[src/rtl/imem_boot_loader.sv]
`default_nettype none
// ============================================================================
// imem_boot_loader: streams a length-prefixed byte image into instruction RAM,
// then hands the RAM read port to the CPU. Optional macro: IMEM_CSUM_EN. Rev 1.0
// ============================================================================
module imem_boot_loader #(
    parameter int ADDR_W    = 8,
    parameter int MAX_WORDS = 256
) (
    input  logic              clk_i,
    input  logic              reset_i,
    input  logic [7:0]        rx_data_i,
    input  logic              rx_valid_i,
    output logic              rx_ready_o,
    input  logic              load_start_i,
    input  logic [31:0]       cpu_addr_i,
    output logic [31:0]       cpu_instr_o,
    output logic              cpu_hold_o,
    output logic [ADDR_W-1:0] mem_addr_o,
    output logic [31:0]       mem_wdata_o,
    output logic              mem_we_o,
    input  logic [31:0]       mem_rdata_i,
    output logic              load_done_o,
    output logic              load_err_o
);

`ifdef IMEM_CSUM_EN
    typedef enum logic [2:0] {
        S_LEN_HI = 3'd0,
        S_LEN_LO = 3'd1,
        S_DATA   = 3'd2,
        S_CSUM   = 3'd3,
        S_RUN    = 3'd4
    } state_t;
    localparam state_t c_AFTER_DATA = S_CSUM;
`else
    typedef enum logic [2:0] {
        S_LEN_HI = 3'd0,
        S_LEN_LO = 3'd1,
        S_DATA   = 3'd2,
        S_RUN    = 3'd4
    } state_t;
    localparam state_t c_AFTER_DATA = S_RUN;
`endif

    localparam logic [15:0]       c_MAX_IDX   = 16'(MAX_WORDS);
    localparam logic [ADDR_W-1:0] c_LAST_ADDR = ADDR_W'(MAX_WORDS - 1);

    state_t      state_q;
    logic [15:0] n_q;
    logic [15:0] idx_q;
    logic [1:0]  bcnt_q;
    logic [23:0] shift_q;
    logic [31:0] wdata_q;
    logic        we_q;
    logic        wdone_q;
    logic        pend_q;
    logic        err_q;
`ifdef IMEM_CSUM_EN
    logic [7:0]  csum_q;
`endif

    logic              w_run;
    logic              w_xfer;
    logic              w_ovf;
    logic              w_last;
    logic [ADDR_W-1:0] w_idx_addr;
    logic              unused_addr_bits;

    assign w_run  = (state_q == S_RUN);
    // pend_q marks the single drain cycle after the final word, so no byte is taken then
    assign rx_ready_o = !w_run && !pend_q;
    assign w_xfer = rx_valid_i && rx_ready_o;
    assign w_ovf  = (idx_q >= c_MAX_IDX);
    assign w_last = (({1'b0, idx_q} + 17'd1) == {1'b0, n_q});
    // Overflow words park the address at the top entry instead of wrapping to 0
    assign w_idx_addr = w_ovf ? c_LAST_ADDR : idx_q[ADDR_W-1:0];

    assign cpu_hold_o  = !w_run;
    assign load_done_o = w_run;
    assign load_err_o  = err_q;
    assign mem_we_o    = we_q;
    assign mem_wdata_o = wdata_q;
    assign mem_addr_o  = w_run ? cpu_addr_i[ADDR_W+1:2] : w_idx_addr;
    assign cpu_instr_o = w_run ? mem_rdata_i : 32'h0;
    assign unused_addr_bits = ^{cpu_addr_i[31:ADDR_W+2], cpu_addr_i[1:0]};

    always_ff @(posedge clk_i) begin
        if (reset_i) begin
            state_q <= S_LEN_HI;
            n_q     <= '0;
            idx_q   <= '0;
            bcnt_q  <= '0;
            shift_q <= '0;
            wdata_q <= '0;
            we_q    <= 1'b0;
            wdone_q <= 1'b0;
            pend_q  <= 1'b0;
            err_q   <= 1'b0;
`ifdef IMEM_CSUM_EN
            csum_q  <= '0;
`endif
        end else begin
            we_q    <= 1'b0;
            wdone_q <= 1'b0;
            if (wdone_q) begin
                idx_q <= idx_q + 16'd1;
            end
            case (state_q)
                S_LEN_HI: begin
                    if (w_xfer) begin
                        n_q[15:8] <= rx_data_i;
                        state_q   <= S_LEN_LO;
                    end
                end
                S_LEN_LO: begin
                    if (w_xfer) begin
                        n_q[7:0] <= rx_data_i;
                        state_q  <= S_DATA;
                        if ({n_q[15:8], rx_data_i} == 16'd0) begin
                            pend_q <= 1'b1;
                        end
                    end
                end
                S_DATA: begin
                    if (pend_q) begin
                        pend_q  <= 1'b0;
                        state_q <= c_AFTER_DATA;
                    end else if (w_xfer) begin
                        bcnt_q <= bcnt_q + 2'd1;
`ifdef IMEM_CSUM_EN
                        csum_q <= csum_q ^ rx_data_i;
`endif
                        if (bcnt_q == 2'd3) begin
                            wdata_q <= {shift_q, rx_data_i};
                            wdone_q <= 1'b1;
                            we_q    <= !w_ovf;
                            if (w_ovf) begin
                                err_q <= 1'b1;
                            end
                            if (w_last) begin
                                pend_q <= 1'b1;
                            end
                        end else begin
                            shift_q <= {shift_q[15:0], rx_data_i};
                        end
                    end
                end
`ifdef IMEM_CSUM_EN
                S_CSUM: begin
                    if (w_xfer) begin
                        if (rx_data_i == csum_q) begin
                            state_q <= S_RUN;
                        end else begin
                            err_q   <= 1'b1;
                            state_q <= S_LEN_HI;
                            n_q     <= '0;
                            idx_q   <= '0;
                            bcnt_q  <= '0;
                            shift_q <= '0;
                            pend_q  <= 1'b0;
                            csum_q  <= '0;
                        end
                    end
                end
`endif
                S_RUN: begin
                    if (load_start_i) begin
                        state_q <= S_LEN_HI;
                        err_q   <= 1'b0;
                        n_q     <= '0;
                        idx_q   <= '0;
                        bcnt_q  <= '0;
                        shift_q <= '0;
                        pend_q  <= 1'b0;
`ifdef IMEM_CSUM_EN
                        csum_q  <= '0;
`endif
                    end
                end
                default: begin
                    state_q <= S_LEN_HI;
                end
            endcase
        end
    end

endmodule
`default_nettype wire
[config.mk]
export PLATFORM = sky130hd
export DESIGN_NAME = imem_boot_loader
export DESIGN_NICKNAME = d
export VERILOG_FILES = /design/src/rtl/imem_boot_loader.sv
export SDC_FILE = /design/constraint.sdc
export NUM_CORES = 1
export LEC_CHECK = 0
export BUFFER_PORTS_ARGS = -buffer_cell sky130_fd_sc_hd__buf_4
export CORE_MARGIN = 8
export CORE_UTILIZATION = 50
export DETAILED_ROUTE_END_ITERATION = 7
export PLACE_DENSITY = 0.79
export REMOVE_ABC_BUFFERS = 1
export SETUP_SLACK_MARGIN = 0.5
export SLEW_MARGIN = 20
export SYNTH_ARGS = -nofsm -noshare
export SYNTH_HDL_FRONTEND = slang
export SYNTH_SLANG_ARGS = --single-unit
[constraint.sdc]
create_clock -name clk_i -period 2.6 [get_ports clk_i]
set_input_delay 0.65 -clock clk_i [delete_from_list [all_inputs] [get_ports clk_i]]
set_output_delay 0.65 -clock clk_i [all_outputs]
set_load 0.05 [all_outputs]
==> impl_metrics.toml, run 1 <==
[status]
status = "completed"

[worst_setup_path]
crit_fanout = 8
endpoint_kind = "output pin"
critical_path.top_delay_family = "simple AND/OR/NAND/NOR gates"
critical_path.cell_chain = "or4_4 > nor2_4 > buf_8 > a21oi_1 > buf_4"
critPathLaunchType = "flop"
crit_path_max_incr_delay_ps = 550
crit_required_ps = 1950
path_buf_inv = 2
r2r_slack_ps = 630
slowest_stage = "or4_4"
crit_type = "reg -> out"
crit_arrival_ps = 1840

[route]
wl_per_cell_um = 18.25
vias = 4591
drt-initial-drc-count = 312
drt-vias-per-instance = 5.525
first_pass_iters = 5
drc_errors = 0
drt_wl_total_mm = 15.17
ant_nets = 0

[place]
gp_congestion = 0.8521
hpwl_mm = 8.763
dp_slack_ps = 389.2
portBuffers = 128
place_area_um2 = 5579

[logic_synthesis]
yosys.area_share.simple = 0.3024
syn_avg_cell_area_um2 = 7.830
synth_ff_type = "dfxtp_1"
synth_enable_flop_cells = 0
synthMuxAreaShare = 0.002185
async_flop_share = 0
yosysSeqAreaShare = 0.4239
synth_cell_types = 54
netlist_instances = 585
synth-compound-area-share = 0.1464
synth_seq_cells = 97
syn_area_um2 = 4581
synth-xor-area-share = 0.06883
synth-warning-count = 0
synthAdderAreaFrac = 0.008194
synth_top_family_by_area = "simple AND/OR/NAND/NOR gates"

[die]
rows = 35
die-area_um2 = 12480
die_h_um = 111.7
io_pins = 153
initial_utilization = 0.5053
die_x_um = 111.7
core_area_um2 = 9065

[clock_tree]
hold_buffers = 0
htreeDepth = 3
clkTransAtPathRegs_ps = 110
cts_root_buf = "clkbuf_8"
clk_latency_ps = 380
cts.sinks = 97
cts_buffers = 9
cts_tree = "built"
clockBufferDepth = 2

[cells_and_area]
fin_nets = 795
multi_input_area_um2 = 2618
final_layout_size_suffix_gt1_frac = 0.3472
area_delta_synth_final_pct = 44.14
n_antenna_cell = 0
postLayoutCellArea_um2 = 6603
fillCellCount = 658
regArea_um2 = 1961

[timing]
relSlewSlack = 0.5900
worstMarginPinSlew_ps = 615.1
drv_slew = 0
final.min_clock_period_ps = 2495
worst_slack_ps = 105.3
hold_viol_final = 0
fin_setup_tns_ps = 0
skew_ps = 20.08
finalCritPeriodShare = 0.9595
fmax_mhz = 400.9
finalSetupViolCount = 0
grt_setup_unrepaired = "yes"

[global_routing]
grt_remaining_overflow = 0
antenna_found_initial = 0
grtUsageTotal = 0.2134
grt_max_degree = 64
grt_pass1_wl_mm = 22.08
grt_pass1_vias = 4323

[power_and_ir_drop]
irDropWorstVdd_uv = 326.3
leakagePower_nw = 2.602
p_per_area_nw_per_um2 = 419.2

[worst_hold_path]
hp-class = "reg -> reg"

[flow_run]
drv_cap = 0
[what timing repair did]
action | CTS | global route
setup endpoints to repair | 45 | 68
gates cloned | 3 | 3
pin swaps | 20 | 16
gates resized for setup | 100 | 60
buffers inserted | 12 | 6
hold endpoints to repair | 0 | 0
[stage by stage]
stage,hold slack (ps),power [mW],std cells,util
2_1_floorplan,426.0,1.713,540,-
5_1_grt,478.9,2.869,831,0.7284
3_5_place_dp,445.6,1.848,792,0.6155
4_1_cts,459.6,2.758,822,0.6944
3_3_place_gp,440.5,1.839,792,0.6155
6_report,458.3,2.768,831,0.7284
[logic make-up (layout without fill, tap and decap cells)]
group           after synthesis  after routing
mux                           1              1
simple gates                285            285
fa+ha+maj                     3              3
flops                        97             97
compound gates              113            114
buf+inv                      50            184
xor+xnor                     36             36
[metal layers]
| layer | vias up | track usage | wire length [um] |
|---|---|---|---|
| li1 | 2226 | - | - |
| met1 | 2152 | 0.2572 | 6070 |
| met2 | 187 | 0.3744 | 7884 |
| met3 | 26 | 0.03247 | 904 |
| met4 | 0 | 0.07931 | 306 |
| met5 | - | 0 | 0 |
[final cells by class]
type                            count  area share
Clock inverter                      6    0.007959
Inverter                            5    0.003980
Timing Repair Buffer              164      0.2549
Sequential cell                    97      0.2969
Tap cell                          111     0.02103
Multi-Input combinational cell    439      0.3964
Clock buffer                        9     0.01876
[registers in the layout, indices dropped and copies added (netlist names)]
name and count:
wdone_q 1, mem_we_o 1, pend_q 1, shift_q 24, bcnt_q 2, state_q 3
idx_q 16, n_q 16, load_err_o 1, mem_wdata_o 32
[placed cells by master (no fill, tap or decap), drive strengths merged, types with 5 or more instances in the layout]
master,instances
nor2b,7
nand4,6
nand2,103
xnor2,21
dfxtp,97
nor3,7
nor2,64
nand2b,7
a31oi,6
clkbuf,10
a22oi,9
nand3,37
buf,163
a21oi,80
inv,7
nor4,5
xor2,15
and2,32
[synth_stat cells (5+ instances only)]
library cell	number	share of area
xnor2_1	21	0.040
a21oi_1	77	0.084
a31oi_1	6	0.0082
nor4_1	5	0.0068
dfxtp_1	97	0.42
nor3_1	5	0.0055
nor2_1	63	0.052
and2_1	32	0.044
nor2b_1	7	0.0096
nand2b_1	6	0.0082
buf_2	18	0.020
a22oi_1	9	0.015
nand3_1	36	0.039
nand2_1	103	0.084
clkbuf_1	23	0.019
xor2_1	15	0.029
[report_power, final]
group	internal, mW	switching (mW)
clock	0.355	0.566
sequential	1.51	0.0342
combinational	0.139	0.165
total	2.00	0.765
[final timing paths]
check,startpoint,endpoint,cells past startpoint
setup reg to reg,state_q[2]$_SDFFE_PP0P_,shift_q[13]$_SDFFE_PP0P_,8
setup / recovery,idx_q[11]$_SDFF_PP0_,mem_addr_o[2],5
hold / removal,shift_q[22]$_SDFFE_PP0P_,shift_q[22]$_SDFFE_PP0P_,2
hold reg to reg,shift_q[22]$_SDFFE_PP0P_,shift_q[22]$_SDFFE_PP0P_,2
[tightest hold or removal path, stage by stage, from the launching register on]
cell and delay, ps:
dfxtp_1 320, nand2_1 50, a21oi_1 50
(Power assumes the default switching activity.)
==> inputs of run 2 (changes only) <==
clock period = 3.15 ns   (was 2.6 ns; I/O delays follow)
==> impl_metrics.toml, run 2 (synthesized netlist as in run 1, its figures left out) <==
[clock_tree]
clkTransAtPathRegs_ps = 100
cts.sinks = 97
clk_latency_ps = 360
cts_root_buf = "clkbuf_8"
hold_buffers = 0
clockBufferDepth = 2
cts_buffers = 9
cts_tree = "built"
htreeDepth = 3

[cells_and_area]
final_cell_mix = "buf_4 (145), nand2_1 (103), dfxtp_1 (88), a21oi_1 (77), nor2_1 (62)"
n_antenna_cell = 0
fin_nets = 782
final_common_cell = "buf_4"
fin_cells = 819
area_delta_synth_final_pct = 30.59
fin_util = 0.6599
final_layout_size_suffix_gt1_frac = 0.2797
largest_register_ffs = 32

[place]
post-place-cells = 787
portBuffers = 128
gp_congestion = 0.8378
hpwl_mm = 8.841

[global_routing]
grt_pass1_vias = 4203
grt_pass1_wl_mm = 20.47
grtUsageTotal = 0.1949
grt_max_degree = 54
grt_remaining_overflow = 0
antenna_found_initial = 0

[power_and_ir_drop]
p_clk_frac = 0.347
p_per_area_nw_per_um2 = 382.9
p_int_mw = 1.677
irDropWorstVdd_uv = 401.9
p_comb_frac = 0.099
power.total_mw = 2.290
p_sw_mw = 0.6137
leakagePower_nw = 2.403
seq_power_share = 0.555
switching_share = 0.2679

[worst_setup_path]
critical_path.cell_chain = "or4_4 > nor2_4 > buf_6 > a31oi_1 > buf_4"
path_buf_inv = 2
crit_fanout = 8
crit_arrival_ps = 1830
crit_required_ps = 2360
critical_path.top_delay_family = "simple AND/OR/NAND/NOR gates"
crit_type = "reg -> out"
slowest_stage = "or4_4"
endpoint_kind = "output pin"
r2r_slack_ps = 970
critPathLaunchType = "flop"
crit_path_max_incr_delay_ps = 550

[worst_hold_path]
hp-class = "reg -> reg"

[route]
drt-initial-drc-count = 264
first_pass_iters = 5
ant_nets = 0
wl_per_cell_um = 15.68
drt_wl_total_mm = 12.84
vias = 4432
drt-vias-per-instance = 5.411
drc_errors = 0

[status]
status = "completed"

[die]
rows = 35
die_h_um = 111.7
initial_utilization = 0.5053
die_x_um = 111.7
die-area_um2 = 12480
io_pins = 153
core_area_um2 = 9065

[timing]
final.min_clock_period_ps = 2621
hold_viol_final = 0
finalCritPeriodShare = 0.8322
relSlewSlack = 0.5990
skew_ps = 10.99
fmax_mhz = 381.5
worstMarginPinSlew_ps = 600.1
finalSetupViolCount = 0
fin_hold_ws_ps = 454.6
drv_slew = 0
grt_setup_unrepaired = "yes"

[flow_run]
drv_cap = 0
## run 2: changes by cell type in the layout (fill, tap and decap cells not counted), moves of 4 or more
cell / before / now
and2_1: 0 / 32
buf_6: 11 / 1
buf_4: 108 / 145
clkinvlp_4: 4 / 0
buf_8: 36 / 0
and2_4: 32 / 0
clkinv_4: 0 / 4
## run 2: cell type report
class,instances,area (um2)
Clock inverter,6,62.56
Timing Repair inverter,1,5.005
Multi-Input combinational cell,438,2451
Inverter,5,23.77
Clock buffer,10,137.6
Fill cell,790,3083
Tap cell,111,138.9
Timing Repair Buffer,151,1195
Sequential cell,97,1968
## run 2: through the flow
| step | instance area (um2) | worst slack, ps | setup TNS [ps] |
|---|---|---|---|
| after floorplan | 4379 | -3139 | -95590 |
| after global placement | 5542 | 634.7 | 0 |
| after detailed placement | 5542 | 567.1 | 0 |
| after CTS | 5804 | 501.8 | 0 |
| after global routing | 5982 | 454.2 | 0 |
| final | 5982 | 528.7 | 0 |
## run 2: tightest hold or removal path, delay by kind of cell (launching register included)
kind               cells  cell delay, ps
DFF                    1             330
and+or+nand+nor        1              50
AOI/OAI and AO/OA      1              50
## run 2: worst paths after layout
path / cells after the start / start / endpoint
max reg2reg: 7 / idx_q[0]$_SDFF_PP0_ / pend_q$_SDFFE_PP0P_
min: 2 / shift_q[0]$_SDFFE_PP0P_ / mem_wdata_o[8]$_SDFFE_PP0P_
min reg2reg: 2 / shift_q[0]$_SDFFE_PP0P_ / mem_wdata_o[8]$_SDFFE_PP0P_
max: 5 / idx_q[12]$_SDFF_PP0_ / mem_addr_o[0]
## run 2: metal layers
layer  wire length, um  GRT usage  vias up
met5                 0          0        -
met4               111    0.06472        0
met3               764    0.03842       10
met2              6532     0.3389      142
met1              5436     0.2348     2077
li1                  -          -     2203
## run 2: power groups by stage
stage	combinational [mW]	sequential [mW]	clock (mW)
4_1_cts	0.222	1.27	0.805
3_5_place_dp	0.221	1.30	0
2_1_floorplan	0.118	1.30	0
5_1_grt	0.247	1.27	0.858
3_3_place_gp	0.214	1.30	0
6_report	0.226	1.27	0.794
## run 2: repair_timing
action,CTS,global route
setup buffers,1,12
pin swaps,1,2
setup endpoints to repair,43,40
cloned,0,3
resized for setup,19,8
==> inputs of run 3 (changes only) <==
ABC_AREA = 1   (was default)
clock period = 2.65 ns   (was 3.15 ns; I/O delays follow)
==> impl_metrics.toml, run 3 <==
[die]
initial_utilization = 0.5132
die_h_um = 113.4
die_x_um = 113.4
io_pins = 153
rows = 35
die-area_um2 = 12860
core_area_um2 = 9240

[logic_synthesis]
synth-warning-count = 0
yosysSeqAreaShare = 0.4095
syn_area_um2 = 4742
synth.largest_area_cell = "dfxtp_1"
synth_cell_types = 34
netlist_instances = 710
synth_ff_type = "dfxtp_1"
synth_top_area_frac = 0.4095
synth_enable_flop_cells = 0
synth_most_common_cell = "nor2_1"
synth_area_leaders = "dfxtp_1 (41%), nor2_1 (11%), nand2_1 (10%)"
syn_avg_cell_area_um2 = 6.679
synth_seq_cells = 97
async_flop_share = 0
synth_common_cells = "nor2_1 (141), nand2_1 (129), dfxtp_1 (97)"

[cells_and_area]
final_cell_mix = "nand2_1 (128), buf_4 (112), nor2_1 (106), dfxtp_1 (87), inv_1 (86)"
largest_register_ffs = 32
n_antenna_cell = 0
fin_nets = 925
final_common_cell = "nand2_1"
final_layout_size_suffix_gt1_frac = 0.2902
area_delta_synth_final_pct = 40.84
fin_util = 0.7228

[global_routing]
grt_pass1_wl_mm = 23.88
antenna_found_initial = 0
grt_max_degree = 46
grt_pass1_vias = 4923
grt_remaining_overflow = 0
grtUsageTotal = 0.2281

[place]
hpwl_mm = 10.03
portBuffers = 128
gp_congestion = 0.9063

[timing]
finalSetupViolCount = 0
relSlewSlack = 0.7062
skew_ps = 12.26
fmax_mhz = 440.1
worstMarginPinSlew_ps = 440.0
fin_setup_tns_ps = 0
drv_slew = 0
hold_viol_final = 0
final.min_clock_period_ps = 2272
grt_setup_unrepaired = "yes"
finalCritPeriodShare = 0.8575

[clock_tree]
cts.sinks = 97
clkTransAtPathRegs_ps = 110
htreeDepth = 3
cts_tree = "built"
clockBufferDepth = 2
clk_latency_ps = 370
cts_buffers = 9
cts_root_buf = "clkbuf_8"

[route]
vias = 5139
drt-vias-per-instance = 5.244
wl_per_cell_um = 15.62
ant_nets = 0
drt-initial-drc-count = 497
drt_wl_total_mm = 15.31
drc_errors = 0
first_pass_iters = 7

[flow_run]
drv_cap = 0

[power_and_ir_drop]
irDropWorstVdd_uv = 549.7
leakagePower_nw = 3.108
p_per_area_nw_per_um2 = 591.3

[worst_setup_path]
crit_required_ps = 1990
critPathLaunchType = "flop"
crit_arrival_ps = 1610
crit_type = "reg -> out"
crit_fanout = 8
endpoint_kind = "output pin"

[status]
status = "completed"

[worst_hold_path]
hp-class = "reg -> reg"
==> run 3: cell count changes after synthesis, moves of 20 or more <==
cell,previous run,this run
a21oi_1,77,57
nand2_1,103,129
inv_1,4,91
nor2_1,63,141
and2_1,32,0
o21ai_0,3,50
==> run 3: metal layers <==
layer	routed length, um	GRT usage
met3	1418	0.06339
met5	0	0
met2	7113	0.3758
met1	6380	0.2769
met4	399	0.08792
==> run 3: timing repair <==
action / in CTS / in global routing
pin swaps: 4 / 1
resized for setup: 88 / 44
setup buffers: 11 / 6
gates cloned: 5 / 1
hold endpoints to repair: 0 / 0
endpoints found under the setup margin: 44 / 57
hold buffers: 0 / 0
==> run 3: final cells by class <==
type,count,area (um2)
Clock buffer,9,123.9
Clock inverter,7,95.09
Fill cell,715,2561
Inverter,96,370.4
Multi-Input combinational cell,489,2585
Sequential cell,97,1959
Tap cell,129,161.4
Timing Repair Buffer,153,1384
==> run 3: critical path: stages, from the launching register on <==
cell and delay, ps:
dfxtp_2 350, nor2_4 150, buf_4 140, buf_8 130
nand2_8 110, nor2_2 160, buf_6 180
==> run 3: kinds of logic after synthesis <==
group,Yosys count,share of synthesized area
xor gates and xnor gates,8,0.01794
and+or+nand+nor,344,0.3095
AOI/OAI and AO/OA,130,0.1462
buffers and inverters,128,0.1090
DFF,97,0.4095
adders and majority gates,3,0.007916
==> run 3: metrics by stage <==
stage,setup WS (ps),hold slack [ps],area [um2],power (mW),cells
2_1_floorplan,80.84,439.7,4588,2.348,678
3_3_place_gp,468.9,454.3,5756,2.588,941
3_5_place_dp,429.2,458.6,5756,2.624,941
4_1_cts,437.9,475.5,6456,3.830,973
5_1_grt,336.7,499.4,6679,4.149,980
6_report,377.7,473.2,6679,3.949,980
==> run 3: power by group <==
group          internal [mW]  leakage, nW  total (mW)  switching, mW
clock                  0.464        0.111        1.04          0.576
sequential              1.60        0.790        1.71          0.114
combinational          0.462         2.21        1.19          0.733
==> run 3: worst paths after layout <==
path	cells after the start	slack, ps	startpoint	to
setup / recovery	6	380	state_q[1]$_SDFFE_PP0P_	cpu_instr_o[3]
hold / removal	2	470	shift_q[18]$_SDFFE_PP0P_	shift_q[18]$_SDFFE_PP0P_
setup reg to reg	10	610	idx_q[1]$_SDFF_PP0_	pend_q$_SDFFE_PP0P_
hold reg to reg	2	470	shift_q[18]$_SDFFE_PP0P_	shift_q[18]$_SDFFE_PP0P_
